==> src/rtl/core_mem_pkg.sv <==
// Shared types for the core memory request bus: bus widths, request record, responder states.
// No logic; widths here fix the port sizes of every block on the bus.
// Imported by the responder top and its request checker.
package core_mem_pkg;

  localparam int MEM_ADDR_W = 32;
  localparam int MEM_DATA_W = 64;
  localparam int MEM_STRB_W = MEM_DATA_W / 8;

  // One request as presented on the bus while mem_req is high
  typedef struct packed {
    logic [MEM_ADDR_W-1:0] addr;
    logic                  wen;
    logic [MEM_STRB_W-1:0] strb;
    logic [MEM_DATA_W-1:0] wdata;
    logic                  rtype;
  } mem_req_t;

  typedef enum logic {
    IDLE = 1'b0,
    WAIT = 1'b1
  } rsp_state_e;

endpackage

==> src/rtl/core_mem_req_checker.sv <==
// Watches a stalled request and flags any change of its payload or an early drop of req.
// Latency: proto_err_o rises on the clock edge that ends the offending cycle.
// Backpressure: none; purely observes req/gnt, never stalls the bus.
module core_mem_req_checker
  import core_mem_pkg::*;
(
  input  logic     clk_i,
  input  logic     rst_i,
  input  logic     req_i,
  input  logic     gnt_i,
  input  mem_req_t req_dat_i,
  output logic     proto_err_o
);

  logic                  stalled_q;
  logic [MEM_ADDR_W-1:0] addr_q;
  logic                  wen_q;
  logic [MEM_STRB_W-1:0] strb_q;
  logic [MEM_DATA_W-1:0] wdata_q;
  logic                  proto_err_q;
  logic                  changed;
  logic                  violation;

  // rtype is informational and deliberately not part of the hold check
  logic unused_rtype;
  assign unused_rtype = req_dat_i.rtype;

  // A request that was stalled last cycle must still be present, unchanged
  always_comb begin
    changed   = (req_dat_i.addr  != addr_q)  ||
                (req_dat_i.wen   != wen_q)   ||
                (req_dat_i.strb  != strb_q)  ||
                (req_dat_i.wdata != wdata_q);
    violation = stalled_q && (!req_i || changed);
  end

  // Capture the payload of every stalled cycle; the error flag is sticky until reset
  always_ff @(posedge clk_i or posedge rst_i) begin
    if (rst_i) begin
      stalled_q   <= 1'b0;
      addr_q      <= '0;
      wen_q       <= 1'b0;
      strb_q      <= '0;
      wdata_q     <= '0;
      proto_err_q <= 1'b0;
    end else begin
      stalled_q <= req_i && !gnt_i;
      if (req_i && !gnt_i) begin
        addr_q  <= req_dat_i.addr;
        wen_q   <= req_dat_i.wen;
        strb_q  <= req_dat_i.strb;
        wdata_q <= req_dat_i.wdata;
      end
      if (violation) begin
        proto_err_q <= 1'b1;
      end
    end
  end

  assign proto_err_o = proto_err_q;

endmodule

==> src/rtl/core_mem_responder.sv <==
// Target end of the core memory bus: wait states, window/permission check, SRAM front end.
// Latency: grant after WAIT_CYCLES stall cycles; rdata/err exactly one cycle after grant.
// Backpressure: mem_gnt is withheld while the wait counter runs; responses cannot be stalled.
module core_mem_responder
  import core_mem_pkg::*;
#(
  parameter logic [MEM_ADDR_W-1:0] BASE_ADDR   = 32'h1000_0000,
  parameter int                    SRAM_DEPTH  = 1024,
  parameter int                    WAIT_CYCLES = 0,
  parameter bit                    READ_ONLY   = 1'b0,
  localparam int                   IDX_W       = $clog2(SRAM_DEPTH)
) (
  input  logic                  g_clk,
  input  logic                  g_reset,
  input  logic                  mem_req,
  input  logic                  mem_rtype,
  input  logic [MEM_ADDR_W-1:0] mem_addr,
  input  logic                  mem_wen,
  input  logic [MEM_STRB_W-1:0] mem_strb,
  input  logic [MEM_DATA_W-1:0] mem_wdata,
  output logic                  mem_gnt,
  output logic                  mem_err,
  output logic [MEM_DATA_W-1:0] mem_rdata,
  output logic                  sram_cen,
  output logic                  sram_wen,
  output logic [IDX_W-1:0]      sram_addr,
  output logic [MEM_STRB_W-1:0] sram_strb,
  output logic [MEM_DATA_W-1:0] sram_wdata,
  input  logic [MEM_DATA_W-1:0] sram_rdata,
  output logic                  proto_err
);

  localparam logic [3:0]            WAIT_LAST    = 4'(WAIT_CYCLES);
  localparam logic [MEM_ADDR_W-1:0] WINDOW_BYTES = MEM_ADDR_W'(SRAM_DEPTH * 8);

  rsp_state_e            state_q;
  logic [3:0]            wait_ctr_q;
  logic                  rsp_valid_q;
  logic                  rsp_err_q;
  logic                  rsp_read_q;
  logic [MEM_ADDR_W-1:0] offset;
  logic                  in_range;
  logic                  acc_err;
  logic                  gnt;
  logic                  access;
  mem_req_t              req_dat;

  assign req_dat = '{addr: mem_addr, wen: mem_wen, strb: mem_strb,
                     wdata: mem_wdata, rtype: mem_rtype};

  // Decode: subtraction wraps below BASE_ADDR so such addresses fall outside the window.
  // Grant is masked by reset so every output reads 0 while reset is held.
  always_comb begin
    offset   = mem_addr - BASE_ADDR;
    in_range = offset < WINDOW_BYTES;
    acc_err  = !in_range || (READ_ONLY && mem_wen);
    gnt      = !g_reset && mem_req && (wait_ctr_q == WAIT_LAST);
    access   = gnt && !acc_err;
  end

  assign mem_gnt    = gnt;
  assign sram_cen   = access;
  assign sram_wen   = access && mem_wen;
  assign sram_addr  = access ? offset[IDX_W+2:3] : '0;
  assign sram_strb  = access ? mem_strb  : '0;
  assign sram_wdata = access ? mem_wdata : '0;

  // Wait-state FSM: count stalled cycles of a held request, restart on grant or dropped req
  always_ff @(posedge g_clk or posedge g_reset) begin
    if (g_reset) begin
      state_q    <= IDLE;
      wait_ctr_q <= '0;
    end else begin
      case (state_q)
        IDLE: begin
          if (mem_req && !gnt) begin
            state_q    <= WAIT;
            wait_ctr_q <= wait_ctr_q + 4'd1;
          end
        end
        WAIT: begin
          if (!mem_req || gnt) begin
            state_q    <= IDLE;
            wait_ctr_q <= '0;
          end else begin
            wait_ctr_q <= wait_ctr_q + 4'd1;
          end
        end
        default: begin
          state_q    <= IDLE;
          wait_ctr_q <= '0;
        end
      endcase
    end
  end

  // Response bookkeeping for the grant of this cycle, presented on the next one
  always_ff @(posedge g_clk or posedge g_reset) begin
    if (g_reset) begin
      rsp_valid_q <= 1'b0;
      rsp_err_q   <= 1'b0;
      rsp_read_q  <= 1'b0;
    end else begin
      rsp_valid_q <= gnt;
      rsp_err_q   <= gnt && acc_err;
      rsp_read_q  <= gnt && !mem_wen;
    end
  end

  assign mem_err   = rsp_valid_q && rsp_err_q;
  assign mem_rdata = (rsp_valid_q && !rsp_err_q && rsp_read_q) ? sram_rdata : '0;

  core_mem_req_checker u_checker (
    .clk_i       (g_clk),
    .rst_i       (g_reset),
    .req_i       (mem_req),
    .gnt_i       (gnt),
    .req_dat_i   (req_dat),
    .proto_err_o (proto_err)
  );

endmodule

==> config.mk <==
export PLATFORM = sky130hd
export DESIGN_NAME = core_mem_responder
export DESIGN_NICKNAME = d
export VERILOG_FILES = /design/src/rtl/core_mem_pkg.sv /design/src/rtl/core_mem_req_checker.sv /design/src/rtl/core_mem_responder.sv
export SDC_FILE = /design/constraint.sdc
export NUM_CORES = 1
export LEC_CHECK = 0
export ABC_AREA = 1
export CORE_MARGIN = 3
export CORE_UTILIZATION = 44
export CTS_CLUSTER_DIAMETER = 30
export DETAILED_ROUTE_END_ITERATION = 12
export PLACE_DENSITY = 0.82
export SLEW_MARGIN = 5
export SYNTH_ARGS = -nofsm -noshare
export SYNTH_HDL_FRONTEND = slang
export SYNTH_SLANG_ARGS = --single-unit
==> constraint.sdc <==
create_clock -name g_clk -period 5.49 [get_ports g_clk]
set_clock_uncertainty 0.05 [all_clocks]
set_input_delay 0.549 -clock g_clk [delete_from_list [all_inputs] [get_ports g_clk]]
set_output_delay 0.549 -clock g_clk [all_outputs]
set_load 0.005 [all_outputs]
==> Word level (Yosys, flattened, before mapping) <==
Cells that the tools add are included.
{ "totals": {"reg_bits": 115, "input_bits": 173} }
{ "classes": {"magnitude_cmp": 1, "add_sub_neg": 2, "n_mux": 10, "n_reduce_logical": 23, "eq_ne": 5, "n_bitwise": 1} }
{ "ops": {"columns": ["op", "count"], "rows": [
  ["$mux W64", 2],
  ["$ne A64 B64 Y1", 1],
  ["$lt A32 B14 Y1 const B", 1],
  ["$ne A32 B32 Y1", 1],
  ["$sub A32 B29 Y32 const B", 1],
  ["$logic_and A1 B1 Y1", 11],
  ["$mux W10", 1],
  ["$mux W4", 2],
  ["$mux W8", 1],
  ["$ne A8 B8 Y1", 1],
  ["$pmux W4 S2", 1],
  ["$logic_not A1 Y1", 6],
  ["$logic_or A1 B1 Y1", 5],
  ["$add A4 B1 Y4 const B", 1],
  ["$logic_not A4 Y1", 1],
  ["$mux W1", 2],
  ["$ne A2 B2 Y1 const B", 1],
  ["$pmux W1 S2", 1],
  ["$ne A1 B1 Y1", 1],
  ["$not A1 Y1", 1]
]} }

==> Logic depth before layout (Yosys ltp) <==
Gate-level depths: netlist of run 1.
{ "depth": {"depth_word": 7, "depth_mapped": 13, "mapped_depth_nobuf": 13} }

==> Cells and area by module <==
A second synthesis of run 1 with hierarchy kept.
{ "unflattened": {"hier_cells": 1209, "area_unflattened_um2": 7966.4} }
{ "by_module_without_submodules": {"columns": ["mod", "area_each_um2", "instances", "cells_each"], "rows": [
  ["core_mem_req_checker", 5789.3, 1, 839],
  ["core_mem_responder", 2177.1, 1, 370]
]} }

==> Least setup slack after synthesis of run 1 <==
Ideal clock, no wire load.
{ "synth_path": {"kind": "input port to output port", "startpoint": "input port g_reset", "endpoint": "output port sram_wdata[10]", "cell_stages": 7, "t_arrival_ns": 4.053, "slack_ns": 0.838, "n_path_buf": 2, "path_cell_list": "inv_1 > nand4_2 > inv_2 > nand2_4 > buf_12 > buf_12 > nor2_4"} }
{ "synth_via": {"elab_chain_cells": 5} }
{ "synth_lines": {"columns": ["element", "line_no", "rtl"], "rows": [
  ["start: declaration", "core_mem_responder.sv:14", "input logic g_reset,"],
  ["$logic_not A1 Y1 (no line)", null, null],
  ["$logic_and A1 B1 Y1 (2 in series)", "core_mem_responder.sv:57", "gnt = !g_reset && mem_req && (wait_ctr_q == WAIT_LAST);"],
  ["net mem_gnt", "core_mem_responder.sv:21", "output logic mem_gnt,"],
  ["$logic_and A1 B1 Y1", "core_mem_responder.sv:58", "access = gnt && !acc_err;"],
  ["$mux W64", "core_mem_responder.sv:66", "assign sram_wdata = access ? mem_wdata : '0;"],
  ["end: declaration", "core_mem_responder.sv:28", "output logic [MEM_DATA_W-1:0] sram_wdata,"]
]} }
The timed path passes the listed nets, and every way through them passes these cells.

==> Worst setup path in the final report of run 1 <==
{ "layout_path": {"startpoint": "input port mem_addr[13]", "endpoint": "output port sram_wdata[43]"} }
{ "layout_via": {"elab_chain_cells": 4} }
{ "layout_lines": {"columns": ["element", "line_no", "rtl"], "rows": [
  ["start: declaration", "core_mem_responder.sv:17", "input logic [MEM_ADDR_W-1:0] mem_addr,"],
  ["$sub A32 B29 Y32", "core_mem_responder.sv:54", "offset = mem_addr - BASE_ADDR;"],
  ["$lt A32 B14 Y1", "core_mem_responder.sv:55", "in_range = offset < WINDOW_BYTES;"],
  ["$logic_and A1 B1 Y1", "core_mem_responder.sv:58", null],
  ["$mux W64", "core_mem_responder.sv:66", null]
]} }
Every way passes these cells.

==> results_dict.tcl, run 1 <==
set metrics [dict create \
    power_uw 3070 \
    areaGrowthSynthToFinish_pct 50.29 \
    core.rowCount 47 \
    die_area_um2 19220 \
    synth_cell_types 30 \
    place_congestion 0.8659 \
    path_cells "clkdlybuf4s50_1, nor4_1, nand4_1, inv_2, nand2_8, nor2_4, clkdlybuf4s50_1" \
    netlist_instances 1138 \
    syn_area_per_cell_um2 6.801 \
    mostFrequentLayoutCells "345 x nand2_1, 322 x clkdlybuf4s50_1, 263 x inv_1, 134 x nor2_1, 115 x dfrtp_1" \
    synth-seq-cells 115 \
    grt_overflow 0 \
    drt_drc_violations_left 0 \
    cp_top_family "simple AND/OR/NAND/NOR gates" \
    io-pin-count 324 \
    cp_max_fo 84 \
    portBuffers 322 \
    grt_use_total_pct 23.66 \
    status "completed" \
    cp_data_arrival_time_ns 3.24 \
    dr_total_vias 7588 \
    fin_area_um2 11630 \
    end_kind "primary output" \
    clkSlewWorstSetupHoldPaths_ns 0.05 \
    clock-root-buffer "clkbuf_16" \
    maxCapViolCount 0 \
    netlist_area_um2 7740 \
    first_iter_violations 362 \
    ant_nets 0 \
    die_h_um 138.6 \
    slowest_stage "clkdlybuf4s50_1" \
    cts_tree "done" \
    start_util_pct 45.86 \
    yosysSeqAreaShare_pct 37.18 \
    grt_pass1_wl_mm 36.89 \
    critical_path_class "primary input to primary output" \
    power_leakage_uw 0.005790 \
    cts-resized-gates 0 \
    cts-hold-fix-buffers 0 \
    setup_violations 0 \
    rsz0062_at_grt "no" \
    slowest_delay_ns 0.58 \
    cpMostUsedCell "clkdlybuf4s50_1" \
    slew_headroom_pct 21.37 \
    dp_slack_ns 1.634 \
    powerDensity_nw_per_um2 263.9 \
    setup_tns_ns 0 \
    syn-num-nets 1313 \
    cts_inserted_buffers 17 \
    cts_setup_buffers 0 \
    grt_pass1_vias 7338 \
    die_x_um 138.6 \
    postPlaceCellArea_um2 10990 \
    wl_mm 22.94 \
    cts_max_level 4 \
    period_minus_slack_ns 3.844 \
    insertion_delay_ns 0.41 \
    wl_per_cell_um 13.65 \
    cts_buffer_depth 2 \
    first_pass_iters 4 \
    yosys_warnings 0 \
    grt_start_max_net_pins 117 \
    hpwl_mm 17.71 \
    fin_crit_sh_pct 70.01 \
    layout_commonest_cell "nand2_1" \
    start_kind "primary input" \
    vias_per_cell 4.514 \
    antenna_found_initial 3 \
    final-max-slew-violation-count 0 \
    worstPathRequired_ns 4.89 \
    hold_viol 0 \
    setup_slack_ns 1.646 \
    hold_path.class "register to register" \
    crit_buf_inv 3 \
    clock_sinks 115 \
    layout.nets 1621 \
    coreArea_um2 16880 \
    fmax_ghz 0.2602 \
    drive_above_1_share_pct 7.202 \
    worst_pin_slew_ns 1.179 \
    ir_drop_uv 217.2 \
]
-- flip-flops by register name, indices dropped and copies added (netlist names) --
name                   count
state_q                    1
u_checker.proto_err_o      1
rsp_read_q                 1
u_checker.strb_q           8
wait_ctr_q                 4
rsp_valid_q                1
u_checker.stalled_q        1
u_checker.wdata_q         64
u_checker.wen_q            1
rsp_err_q                  1
u_checker.addr_q          32
-- tightest hold or removal path, stage by stage, from the launching register on --
cell	delay [ns]
dfrtp_1	0.32
nand2_1	0.05
nand2_1	0.05
-- metal layers --
layer,up-vias,GRT usage (%),share of wire [%]
met5,-,0,0
met4,0,7.415,1.5
met3,29,7.138,6.5
met2,223,42.81,53
met1,3422,26.80,39
li1,3914,-,-
-- layout make-up --
class	instances	area, um2
well taps	220	275.3
multi-input cells	716	3563
repair buffers	327	3261
fillers	1397	5245
clock buffers	22	484.2
diodes	3	7.507
flip-flops and latches	115	2878
clock inverters	9	151.4
inverters	269	1012
-- cell usage after synthesis --
master	count	area share (%)
a21oi_1	2	0.13
nor2_4	59	8.6
nor2_1	134	6.5
nand2_4	1	0.15
buf_12	7	1.8
buf_6	1	0.15
o22ai_1	3	0.24
nand4_2	1	0.16
o21ai_1	22	1.4
nor2_8	1	0.26
nor3_1	1	0.065
nor4_1	2	0.16
nor4_2	1	0.16
o21ai_0	94	6.1
nand2_1	345	17
buf_1	4	0.19
clkbuf_1	11	0.53
buf_2	9	0.58
nand4_1	6	0.49
or2_2	1	0.081
buf_4	6	0.58
inv_1	264	13
nand3b_1	1	0.097
xnor2_1	24	2.7
inv_2	5	0.24
a32o_1	1	0.13
dfrtp_1	115	37
xor2_1	10	1.1
nand3_1	5	0.32
ha_1	2	0.32
-- per-stage QoR --
stage | instances | util [%] | hold WS [ns]
6_report | 1681 | 68.92 | 0.4017
5_1_grt | 1681 | 68.92 | 0.4396
4_1_cts | 1678 | 68.88 | 0.4066
3_5_place_dp | 1647 | 65.11 | 0.3876
3_3_place_gp | 1647 | 65.11 | 0.3806
2_1_floorplan | 1138 | - | 0.3683
-- kinds of logic (layout without fill, tap and decap cells) --
kind of cell	Yosys count	count (layout)	synth area share, %
AO/OA/AOI/OAI	122	122	8.002
XOR/XNOR	34	34	3.847
flip-flops	115	115	37.18
other	0	3	0
buffers and inverters	307	627	16.89
AND/OR/NAND/NOR	558	558	33.75
adder cells (fa/ha/maj)	2	2	0.3233
-- report_power, final --
| part | leakage [uW] | switching [uW] | internal (uW) | total [uW] |
|---|---|---|---|---|
| combinational | 0.00407 | 410 | 330 | 740 |
| clock | 0.000312 | 386 | 803 | 1190 |
| sequential | 0.00141 | 112 | 1030 | 1140 |
| total | 0.00579 | 908 | 2160 | 3070 |
-- final timing paths --
kind	startpoint	to	slack, ns	depth (start not counted)
worst max-delay path	mem_addr[13]	sram_wdata[43]	1.65	7
worst min-delay path	u_checker.stalled_q	u_checker.proto_err_o	0.40	2
worst max register to register	wait_ctr_q[0]	u_checker.wdata_q[52]	2.98	7
worst min register to register	u_checker.stalled_q	u_checker.proto_err_o	0.40	2
max in group asynchronous	g_reset	u_checker.wdata_q[38]	3.36	4
min in group asynchronous	g_reset	u_checker.addr_q[27]	0.70	3
(Power assumes the default switching activity.)
==> inputs of run 2 (changes only) <==
==> constraint.sdc (replaced) <==
create_clock -name g_clk -period 3.6 [get_ports g_clk]
set_clock_uncertainty 0.05 [all_clocks]
set_input_delay 0.36 -clock g_clk [delete_from_list [all_inputs] [get_ports g_clk]]
set_output_delay 0.36 -clock g_clk [all_outputs]
set_load 0.005 [all_outputs]
==> results_dict.tcl, run 2 (same netlist as run 1, synthesis figures left out) <==
set metrics [dict create \
    start_kind "primary input" \
    first_iter_violations 313 \
    cts_buffer_depth 2 \
    critical_path_class "primary input to primary output" \
    largest_registers "u_checker.wdata_q: 64 flops, u_checker.addr_q: 32 flops, u_checker.strb_q: 8 flops" \
    die_area_um2 19220 \
    die_h_um 138.6 \
    clock-root-buffer "clkbuf_16" \
    clock_sinks 115 \
    grt_pass1_wl_mm 37.47 \
    end_kind "primary output" \
    worstPathRequired_ns 3.19 \
    maxCapViolCount 0 \
    antenna_found_initial 1 \
    mostFrequentLayoutCells "345 x nand2_1, 322 x clkdlybuf4s50_1, 263 x inv_1, 134 x nor2_1, 115 x dfrtp_1" \
    cts_setup_buffers 0 \
    slowest_stage "clkdlybuf4s50_1" \
    rsz0062_at_grt "no" \
    powerDensity_nw_per_um2 391.5 \
    cp_max_fo 37 \
    hold_ws_ns 0.4004 \
    vias_per_cell 4.580 \
    coreArea_um2 16880 \
    r2r_start "wait_ctr_q[0]" \
    setup_tns_ns 0 \
    slowest_delay_ns 0.53 \
    clkSlewWorstSetupHoldPaths_ns 0.06 \
    cpMostUsedCell "clkdlybuf4s50_1" \
    wl_per_cell_um 13.72 \
    layout.nets 1624 \
    grt_start_max_net_pins 66 \
    r2r_slack_ns 1.18 \
    holdPathEnd "u_checker.proto_err_o" \
    largest_reg_flops 64 \
    cts-hold-fix-buffers 0 \
    setup_violations 0 \
    drive_above_1_share_pct 7.387 \
    wl_mm 23.09 \
    drt_drc_violations_left 0 \
    ant_nets 0 \
    areaGrowthSynthToFinish_pct 50.40 \
    cts-resized-gates 0 \
    path_cells "clkdlybuf4s50_1, nor4_1, nand4_1, inv_2, nand2_8, buf_12, nor2_4, clkdlybuf4s50_1" \
    fmax_ghz 0.3101 \
    cts_tree "done" \
    worst_pin_slew_ns 0.8317 \
    hpwl_mm 17.86 \
    fin_crit_sh_pct 89.57 \
    grt_use_total_pct 24.06 \
    core.rowCount 47 \
    first_pass_iters 5 \
    ir_drop_uv 315.7 \
    whs_path_depth 2 \
    grt_overflow 0 \
    power_leakage_uw 0.005785 \
    worstReg2RegEnd "u_checker.wdata_q[19]" \
    io-pin-count 324 \
    final-max-slew-violation-count 0 \
    period_minus_slack_ns 3.225 \
    dr_total_vias 7708 \
    insertion_delay_ns 0.42 \
    slew_headroom_pct 44.55 \
    hp-start "u_checker.stalled_q" \
    cp_data_arrival_time_ns 2.81 \
    hold_path.class "register to register" \
    status "completed" \
    rr_worst_depth 9 \
    cp_top_family "buffers and inverters" \
    cts_inserted_buffers 17 \
    portBuffers 322 \
    place_congestion 0.8779 \
    die_x_um 138.6 \
    cts_max_level 4 \
    hold_viol 0 \
    start_util_pct 45.86 \
    crit_buf_inv 4 \
    layout_commonest_cell "nand2_1" \
    regMostFlops "u_checker.wdata_q" \
    grt_pass1_vias 7505 \
]
run 2: cell count changes in the layout (fill, tap and decap cells not counted), moves of 2 or more:
cell        before  now
buf_12           0    3
clkinvlp_4       1    4
bufinv_16        4    2
clkbuf_8         4    2
diode_2          3    1
inv_6            0    2
run 2: final cells by class:
class	instances	area, um2
Clock buffer	21	460.4
Fill cell	1378	5236
Timing Repair Buffer	330	3321
Antenna cell	1	2.502
Multi-Input combinational cell	716	3563
Inverter	269	1013
Sequential cell	115	2878
Tap cell	220	275.3
Clock inverter	11	127.6
run 2: where the power goes:
part,switching (uW),total (uW),internal [uW]
Combinational,630,1140,508
Sequential,174,1740,1570
Clock,618,1680,1060
run 2: worst max-delay path by stage:
stage,startpoint,to,slack (ns),cells after the start
floorplan,g_reset,sram_cen,0.08,7
global placement,mem_addr[14],sram_wdata[46],0.47,8
detailed placement,mem_addr[14],sram_wdata[41],0.40,8
CTS,mem_addr[13],sram_wdata[41],0.40,8
global route,mem_addr[13],sram_wdata[41],0.27,8
finish,mem_addr[14],sram_wdata[41],0.38,8
run 2: per-layer routing:
layer / wire [um] / global-route usage [%] / up-vias
met5: 0 / 0 / -
met4: 738 / 9.629 / 0
met3: 1436 / 5.897 / 39
met2: 12080 / 44.09 / 262
met1: 8839 / 26.75 / 3493
li1: - / - / 3914
run 2: worst register-to-register path: stages (launching register included):
cell and delay (ns):
dfrtp_1 0.41, inv_1 0.06, ha_1 0.20, nand4_2 0.13, inv_2 0.12, nor2_8 0.40
inv_2 0.42, buf_12 0.30, nand2_1 0.09, o21ai_0 0.09
run 2: metrics by stage:
step	power, uW	setup WS, ns	util [%]	cells	instance area [um2]
after floorplan	2471	0.08407	-	1138	7744
after global placement	2834	0.4688	65.48	1650	11050
after detailed placement	2891	0.3987	65.48	1650	11050
after CTS	4592	0.3970	68.96	1682	11640
after global routing	4865	0.2656	68.97	1683	11640
final	4557	0.3754	68.97	1683	11640
